`src/rtl/decode_pkg.sv`:
```
// Shared decode definitions: opcode constants, instruction format enum and the
// registered decode bundle. Also holds the legality check used by imm_gen and the top.
package decode_pkg;

   localparam logic [6:0] OP_OP     = 7'b0110011;
   localparam logic [6:0] OP_IMM    = 7'b0010011;
   localparam logic [6:0] OP_LOAD   = 7'b0000011;
   localparam logic [6:0] OP_JALR   = 7'b1100111;
   localparam logic [6:0] OP_FENCE  = 7'b0001111;
   localparam logic [6:0] OP_SYSTEM = 7'b1110011;
   localparam logic [6:0] OP_STORE  = 7'b0100011;
   localparam logic [6:0] OP_BRANCH = 7'b1100011;
   localparam logic [6:0] OP_LUI    = 7'b0110111;
   localparam logic [6:0] OP_AUIPC  = 7'b0010111;
   localparam logic [6:0] OP_JAL    = 7'b1101111;

   typedef enum logic [2:0] {
      FMT_R = 3'd0,
      FMT_I = 3'd1,
      FMT_S = 3'd2,
      FMT_B = 3'd3,
      FMT_U = 3'd4,
      FMT_J = 3'd5
   } fmt_e;

   // Everything except pc and imm, whose widths are parameters of the stage.
   typedef struct packed {
      logic [6:0] opcode;
      logic [4:0] rd;
      logic [2:0] funct3;
      logic [4:0] rs1;
      logic [4:0] rs2;
      logic [6:0] funct7;
      fmt_e       fmt;
      logic       illegal;
   } dec_t;

   function automatic logic is_legal(input logic [31:0] instr);
      if (instr[1:0] != 2'b11) return 1'b0;
      case (instr[6:0])
         OP_OP, OP_IMM, OP_LOAD, OP_JALR, OP_FENCE, OP_SYSTEM,
         OP_STORE, OP_BRANCH, OP_LUI, OP_AUIPC, OP_JAL: return 1'b1;
         default: return 1'b0;
      endcase
   endfunction

endpackage

```
`src/rtl/imm_gen.sv`:
```
// Combinational format select and sign-extended immediate build.
// Illegal encodings decode as R-format with a zero immediate.
module imm_gen
   import decode_pkg::*;
#(
   parameter int XLEN = 32
) (
   input  logic [31:0]     instr,
   output fmt_e            fmt,
   output logic [XLEN-1:0] imm
);

   logic [31:0] imm32;

   always_comb begin
      fmt   = FMT_R;
      imm32 = '0;
      if (is_legal(instr)) begin
         case (instr[6:0])
            OP_IMM, OP_LOAD, OP_JALR, OP_FENCE, OP_SYSTEM: fmt = FMT_I;
            OP_STORE:                                      fmt = FMT_S;
            OP_BRANCH:                                     fmt = FMT_B;
            OP_LUI, OP_AUIPC:                              fmt = FMT_U;
            OP_JAL:                                        fmt = FMT_J;
            default:                                       fmt = FMT_R;
         endcase
      end
      case (fmt)
         FMT_I:   imm32 = {{20{instr[31]}}, instr[31:20]};
         FMT_S:   imm32 = {{20{instr[31]}}, instr[31:25], instr[11:7]};
         FMT_B:   imm32 = {{19{instr[31]}}, instr[31], instr[7], instr[30:25], instr[11:8], 1'b0};
         FMT_U:   imm32 = {instr[31:12], 12'b0};
         FMT_J:   imm32 = {{11{instr[31]}}, instr[31], instr[19:12], instr[20], instr[30:21], 1'b0};
         default: imm32 = '0;
      endcase
   end

   // imm32 is already sign-correct at bit 31, so widening just replicates it.
   generate
      if (XLEN > 32) begin : g_wide
         assign imm = {{(XLEN-32){imm32[31]}}, imm32};
      end else begin : g_narrow
         assign imm = imm32;
      end
   endgenerate

endmodule

```
`src/rtl/decode_stage.sv`:
```
// Instruction decode stage: main register plus one skid register, registered in_ready.
// Define DECODE_ILLEGAL_EN to report illegal encodings and zero their rd.
module decode_stage
   import decode_pkg::*;
#(
   parameter int XLEN = 32,
   parameter int PC_W = 32
) (
   input  logic            clk,
   input  logic            rst_n,
   input  logic            flush,
   input  logic            in_valid,
   output logic            in_ready,
   input  logic [31:0]     in_instr,
   input  logic [PC_W-1:0] in_pc,
   output logic            out_valid,
   input  logic            out_ready,
   output logic [PC_W-1:0] out_pc,
   output logic [6:0]      out_opcode,
   output logic [4:0]      out_rd,
   output logic [2:0]      out_funct3,
   output logic [4:0]      out_rs1,
   output logic [4:0]      out_rs2,
   output logic [6:0]      out_funct7,
   output logic [XLEN-1:0] out_imm,
   output logic [2:0]      out_fmt,
   output logic            out_illegal
);

   fmt_e            dec_fmt;
   logic [XLEN-1:0] dec_imm;
   dec_t            dec;

   imm_gen #(.XLEN(XLEN)) u_imm_gen (
      .instr (in_instr),
      .fmt   (dec_fmt),
      .imm   (dec_imm)
   );

   always_comb begin
      dec.opcode = in_instr[6:0];
      dec.funct3 = in_instr[14:12];
      dec.rs1    = in_instr[19:15];
      dec.rs2    = in_instr[24:20];
      dec.funct7 = in_instr[31:25];
      dec.fmt    = dec_fmt;
`ifdef DECODE_ILLEGAL_EN
      dec.illegal = !is_legal(in_instr);
      dec.rd      = dec.illegal ? 5'd0 : in_instr[11:7];
`else
      dec.illegal = 1'b0;
      dec.rd      = in_instr[11:7];
`endif
   end

   logic            main_vld, skid_vld, rdy_q;
   dec_t            main_d, skid_d;
   logic [PC_W-1:0] main_pc, skid_pc;
   logic [XLEN-1:0] main_imm, skid_imm;

   logic in_xfer, main_free, main_load_skid, main_load_in, skid_load;

   // Skid is only ever filled while in_ready is high, so an input transfer
   // never coincides with a skid-to-main move.
   assign in_xfer        = in_valid & rdy_q;
   assign main_free      = !main_vld | out_ready;
   assign main_load_skid = main_free & skid_vld;
   assign main_load_in   = main_free & !skid_vld & in_xfer;
   assign skid_load      = !main_free & in_xfer;

   always_ff @(posedge clk or negedge rst_n) begin
      if (!rst_n) begin
         main_vld <= 1'b0;
         skid_vld <= 1'b0;
         rdy_q    <= 1'b0;
      end else if (flush) begin
         main_vld <= 1'b0;
         skid_vld <= 1'b0;
         rdy_q    <= 1'b1;
      end else begin
         main_vld <= main_free ? (skid_vld | in_xfer) : 1'b1;
         skid_vld <= !main_free & (skid_vld | in_xfer);
         rdy_q    <= main_free | !(skid_vld | in_xfer);
      end
   end

   // Payload carries no reset; it is qualified by the valid bits above.
   always_ff @(posedge clk) begin
      if (main_load_skid) begin
         main_d   <= skid_d;
         main_pc  <= skid_pc;
         main_imm <= skid_imm;
      end else if (main_load_in) begin
         main_d   <= dec;
         main_pc  <= in_pc;
         main_imm <= dec_imm;
      end
      if (skid_load) begin
         skid_d   <= dec;
         skid_pc  <= in_pc;
         skid_imm <= dec_imm;
      end
   end

   assign in_ready    = rdy_q;
   assign out_valid   = main_vld;
   assign out_pc      = main_pc;
   assign out_opcode  = main_d.opcode;
   assign out_rd      = main_d.rd;
   assign out_funct3  = main_d.funct3;
   assign out_rs1     = main_d.rs1;
   assign out_rs2     = main_d.rs2;
   assign out_funct7  = main_d.funct7;
   assign out_imm     = main_imm;
   assign out_fmt     = main_d.fmt;
   assign out_illegal = main_d.illegal;

endmodule

```
`config.mk`:
```
export PLATFORM = sky130hd
export DESIGN_NAME = decode_stage
export DESIGN_NICKNAME = d
export VERILOG_FILES = /design/src/rtl/decode_pkg.sv /design/src/rtl/imm_gen.sv /design/src/rtl/decode_stage.sv
export SDC_FILE = /design/constraint.sdc
export NUM_CORES = 1
export LEC_CHECK = 0
export ABC_CLOCK_PERIOD_IN_PS = 9200
export CAP_MARGIN = 30
export CORE_MARGIN = 2
export CORE_UTILIZATION = 50
export DETAILED_ROUTE_END_ITERATION = 16
export PLACE_DENSITY_LB_ADDON = 0.15
export REMOVE_ABC_BUFFERS = 1
export SLEW_MARGIN = 5
export SYNTH_ARGS = -nofsm -noshare
export SYNTH_HDL_FRONTEND = slang
export SYNTH_HIERARCHICAL = 1
export SYNTH_SLANG_ARGS = --single-unit
```
`constraint.sdc`:
```
create_clock -name clk -period 9.2 [get_ports clk]
set_input_delay 2.76 -clock clk [delete_from_list [all_inputs] [get_ports clk]]
set_output_delay 2.76 -clock clk [all_outputs]
set_load 0.05 [all_outputs]
```
==> qor.txt <==
Crit Path Class: primary input to register
Pleak: 3.77 nW
first-pass GRT wire length: 23500 um
final WL: 15400 um
initial antenna violation count: 0
final worst slack: 4.33 ns
top cells by area, synth: edfxtp_1 (75%), mux2_2 (13%), a21o_1 (1.9%)
clock sinks: 201
crit path cell chain: clkdlybuf4s50_1 -> nand2b_4 -> nand2_4 -> buf_4 -> mux2_2
share of cells above drive strength 1: 0.248
switching power: 0.516 mW
clk root buf: clkbuf_16
register area share after synthesis: 0.756
outcome: completed
Final Max Tran Viols: 0
Worst Path Required: 9.43 ns
top-area cell type share of the netlist area: 0.747
Post-Route Setup TNS: 0 ns
slowest CP cell: buf_4
Setup crit start kind: primary input
Yosys top cell by area: edfxtp_1
post-CTS sizing: 0
full die area: 17000 um^2
IO buf count: 169
routed len/inst: 19.1 um
max frequency: 205 MHz
Syn Inst Count: 404
Worst slew margin: 0.479
area of the core: 15700 um^2
antenna diode count: 0
Comb pwr share: 0.133
Final Util: 0.666
Final Hold Fails: 0
I/O pin total: 171
CP endpoint kind: register
router iterations before antenna repair: 4
Cell Area, Synth: 7960 um^2
starting density of the core: 0.507
Yosys cell types: 46
Tmin final: 4.87 ns
Placer Congestion: 0.782
DR iter-0 viols: 250
total power: 2.15 mW
largest net degree at the start of global routing: 58
Via Count: 4310
Clk pin slew, worst setup/hold paths: 0.06 ns
Die Y: 130 um
HP Class: register to register
Skew-Pair Late Insertion Delay: 0.49 ns
pre-CTS setup slack: 3.84 ns
power density cells: 206 nW/um^2
#FFs+latches synth: 201
cell total after placement: 775
num rows: 46
Seq pwr share: 0.498
Max Cap Viol: 0
most used flip-flop cell after synthesis: edfxtp_1
Routed Antenna Nets: 0
final setup fails: 0
Post-synth EDFFs: 198
clock skew: 0.00818 ns
sw frac: 0.240
Hold WS: 0.544 ns
CTS Hold Bufs: 0
worst vdd ir: 0.149 mV
Die W: 130 um
critical path peak fanout: 50
vias in the first global route: 4466
Syn Area/Cell: 19.7 um^2
slowest stage delay, CP: 0.69 ns
internal power: 1.64 mW
CTS buffer count: 21
Worst-Margin Slew: 0.781 ns
Layout area overhead: 31.5%
fin nets: 651
CP arrival: 5.10 ns
setup bufs post-CTS: 0
final instance area: 10500 um^2
drc violations: 0
Synth warnings: 6
number of H-tree levels: 1
Clk pwr share: 0.369
Clock Path Buffers: 3
RSZ-0062 raised after global routing: false
DP HPWL: 9670 um
Post-DP Area: 9840 um^2
GRT Residual Overflow: 0
Synth async-reset ratio: 0.0149
final std cells w/o fill: 809
via/cell ratio: 5.33
CTS tree: yes
GRT Total Usage: 0.178
period utilisation layout: 0.530
==> logic make-up (layout without fill, tap and decap cells) <==
| logic type | Yosys count | count (layout) | synth area share |
|---|---|---|---|
| other cells | 1 | 1 | 0.000471 |
| compound gates | 46 | 46 | 0.0470 |
| flops | 201 | 201 | 0.756 |
| buf+inv | 24 | 213 | 0.0217 |
| mux | 99 | 99 | 0.145 |
| xor+xnor | 1 | 1 | 0.00110 |
| simple gates | 32 | 32 | 0.0289 |
==> cell usage after synthesis, drive strengths merged (2+ instances only) <==
| master | n |
|---|---|
| edfxtp | 198 |
| mux2 | 99 |
| a21o | 20 |
| buf | 20 |
| a21oi | 7 |
| and2 | 6 |
| nand2 | 6 |
| a22o | 5 |
| inv | 4 |
| o21ai | 4 |
| dfrtp | 3 |
| nor2 | 3 |
| and3 | 2 |
| nand2b | 2 |
| nor3 | 2 |
| nor4 | 2 |
| o211ai | 2 |
==> layout make-up <==
type | count | area (um^2)
well taps | 216 | 270
repair buffers | 175 | 1740
clock inverters | 8 | 90.1
clock buffers | 26 | 544
multi-input cells | 179 | 1790
flip-flops and latches | 201 | 6020
inverters | 4 | 15.0
fillers | 1071 | 5240
==> critical path: cells and delay by family <==
| kind | cells | cell delay, ns |
|---|---|---|
| buf+inv | 2 | 1.12 |
| mux | 1 | 0.41 |
| simple gates | 2 | 0.70 |
==> cell usage in the layout, fill, tap and decap left out, types with 2 or more instances in the layout <==
| cell type | n |
|---|---|
| o21ai_0 | 3 |
| clkbuf_1 | 5 |
| a22o_1 | 4 |
| a21oi_1 | 4 |
| mux2_2 | 89 |
| mux2_4 | 10 |
| clkinv_1 | 3 |
| clkdlybuf4s50_1 | 169 |
| a21oi_2 | 2 |
| and3_1 | 2 |
| clkinv_2 | 2 |
| edfxtp_1 | 198 |
| dfrtp_1 | 3 |
| nand2_1 | 5 |
| nor2_1 | 2 |
| nor3_1 | 2 |
| buf_4 | 6 |
| inv_1 | 4 |
| bufinv_16 | 2 |
| and2_1 | 6 |
| clkbuf_16 | 21 |
| a21o_1 | 20 |
==> sequential cells by signal (all words and copies together), names as in the netlist <==
register / flops
skid_imm: 32
out_rs2: 5
out_opcode: 7
skid_pc: 32
skid_d: 35
out_rs1: 5
out_funct3: 3
in_ready: 1
skid_vld: 1
out_pc: 32
out_rd: 5
out_valid: 1
out_fmt: 3
out_funct7: 7
out_imm: 32
==> per-layer routing <==
metal | track usage | up-vias | wire length, um
met5 | 0 | - | 0
met3 | 0.0447 | 19 | 1030
met4 | 0.0443 | 0 | 206
met1 | 0.236 | 2200 | 6510
met2 | 0.297 | 138 | 7700
li1 | - | 1953 | -
==> power by group through the flow <==
stage               Sequential (mW)  Combinational (mW)  Clock, mW
detailed placement             1.09               0.288          0
finish                         1.07               0.286      0.794
global route                   1.08               0.299      0.846
CTS                            1.07               0.289      0.815
floorplan                      1.21              0.0541          0
global placement               1.09               0.283          0
==> worst paths after layout <==
check                      depth (start not counted)         end  slack [ns]  startpoint
setup / recovery                                   5  out_pc[31]        4.33   out_ready
setup reg to reg                                   4  out_pc[31]        6.66   out_valid
hold / removal                                     1   out_pc[7]        0.54  skid_pc[7]
min in group asynchronous                          1   out_valid        2.46       rst_n
max in group asynchronous                          1    in_ready        6.59       rst_n
hold reg to reg                                    1   out_pc[7]        0.54  skid_pc[7]
No activity file was read; power rests on OpenSTA's default activity.
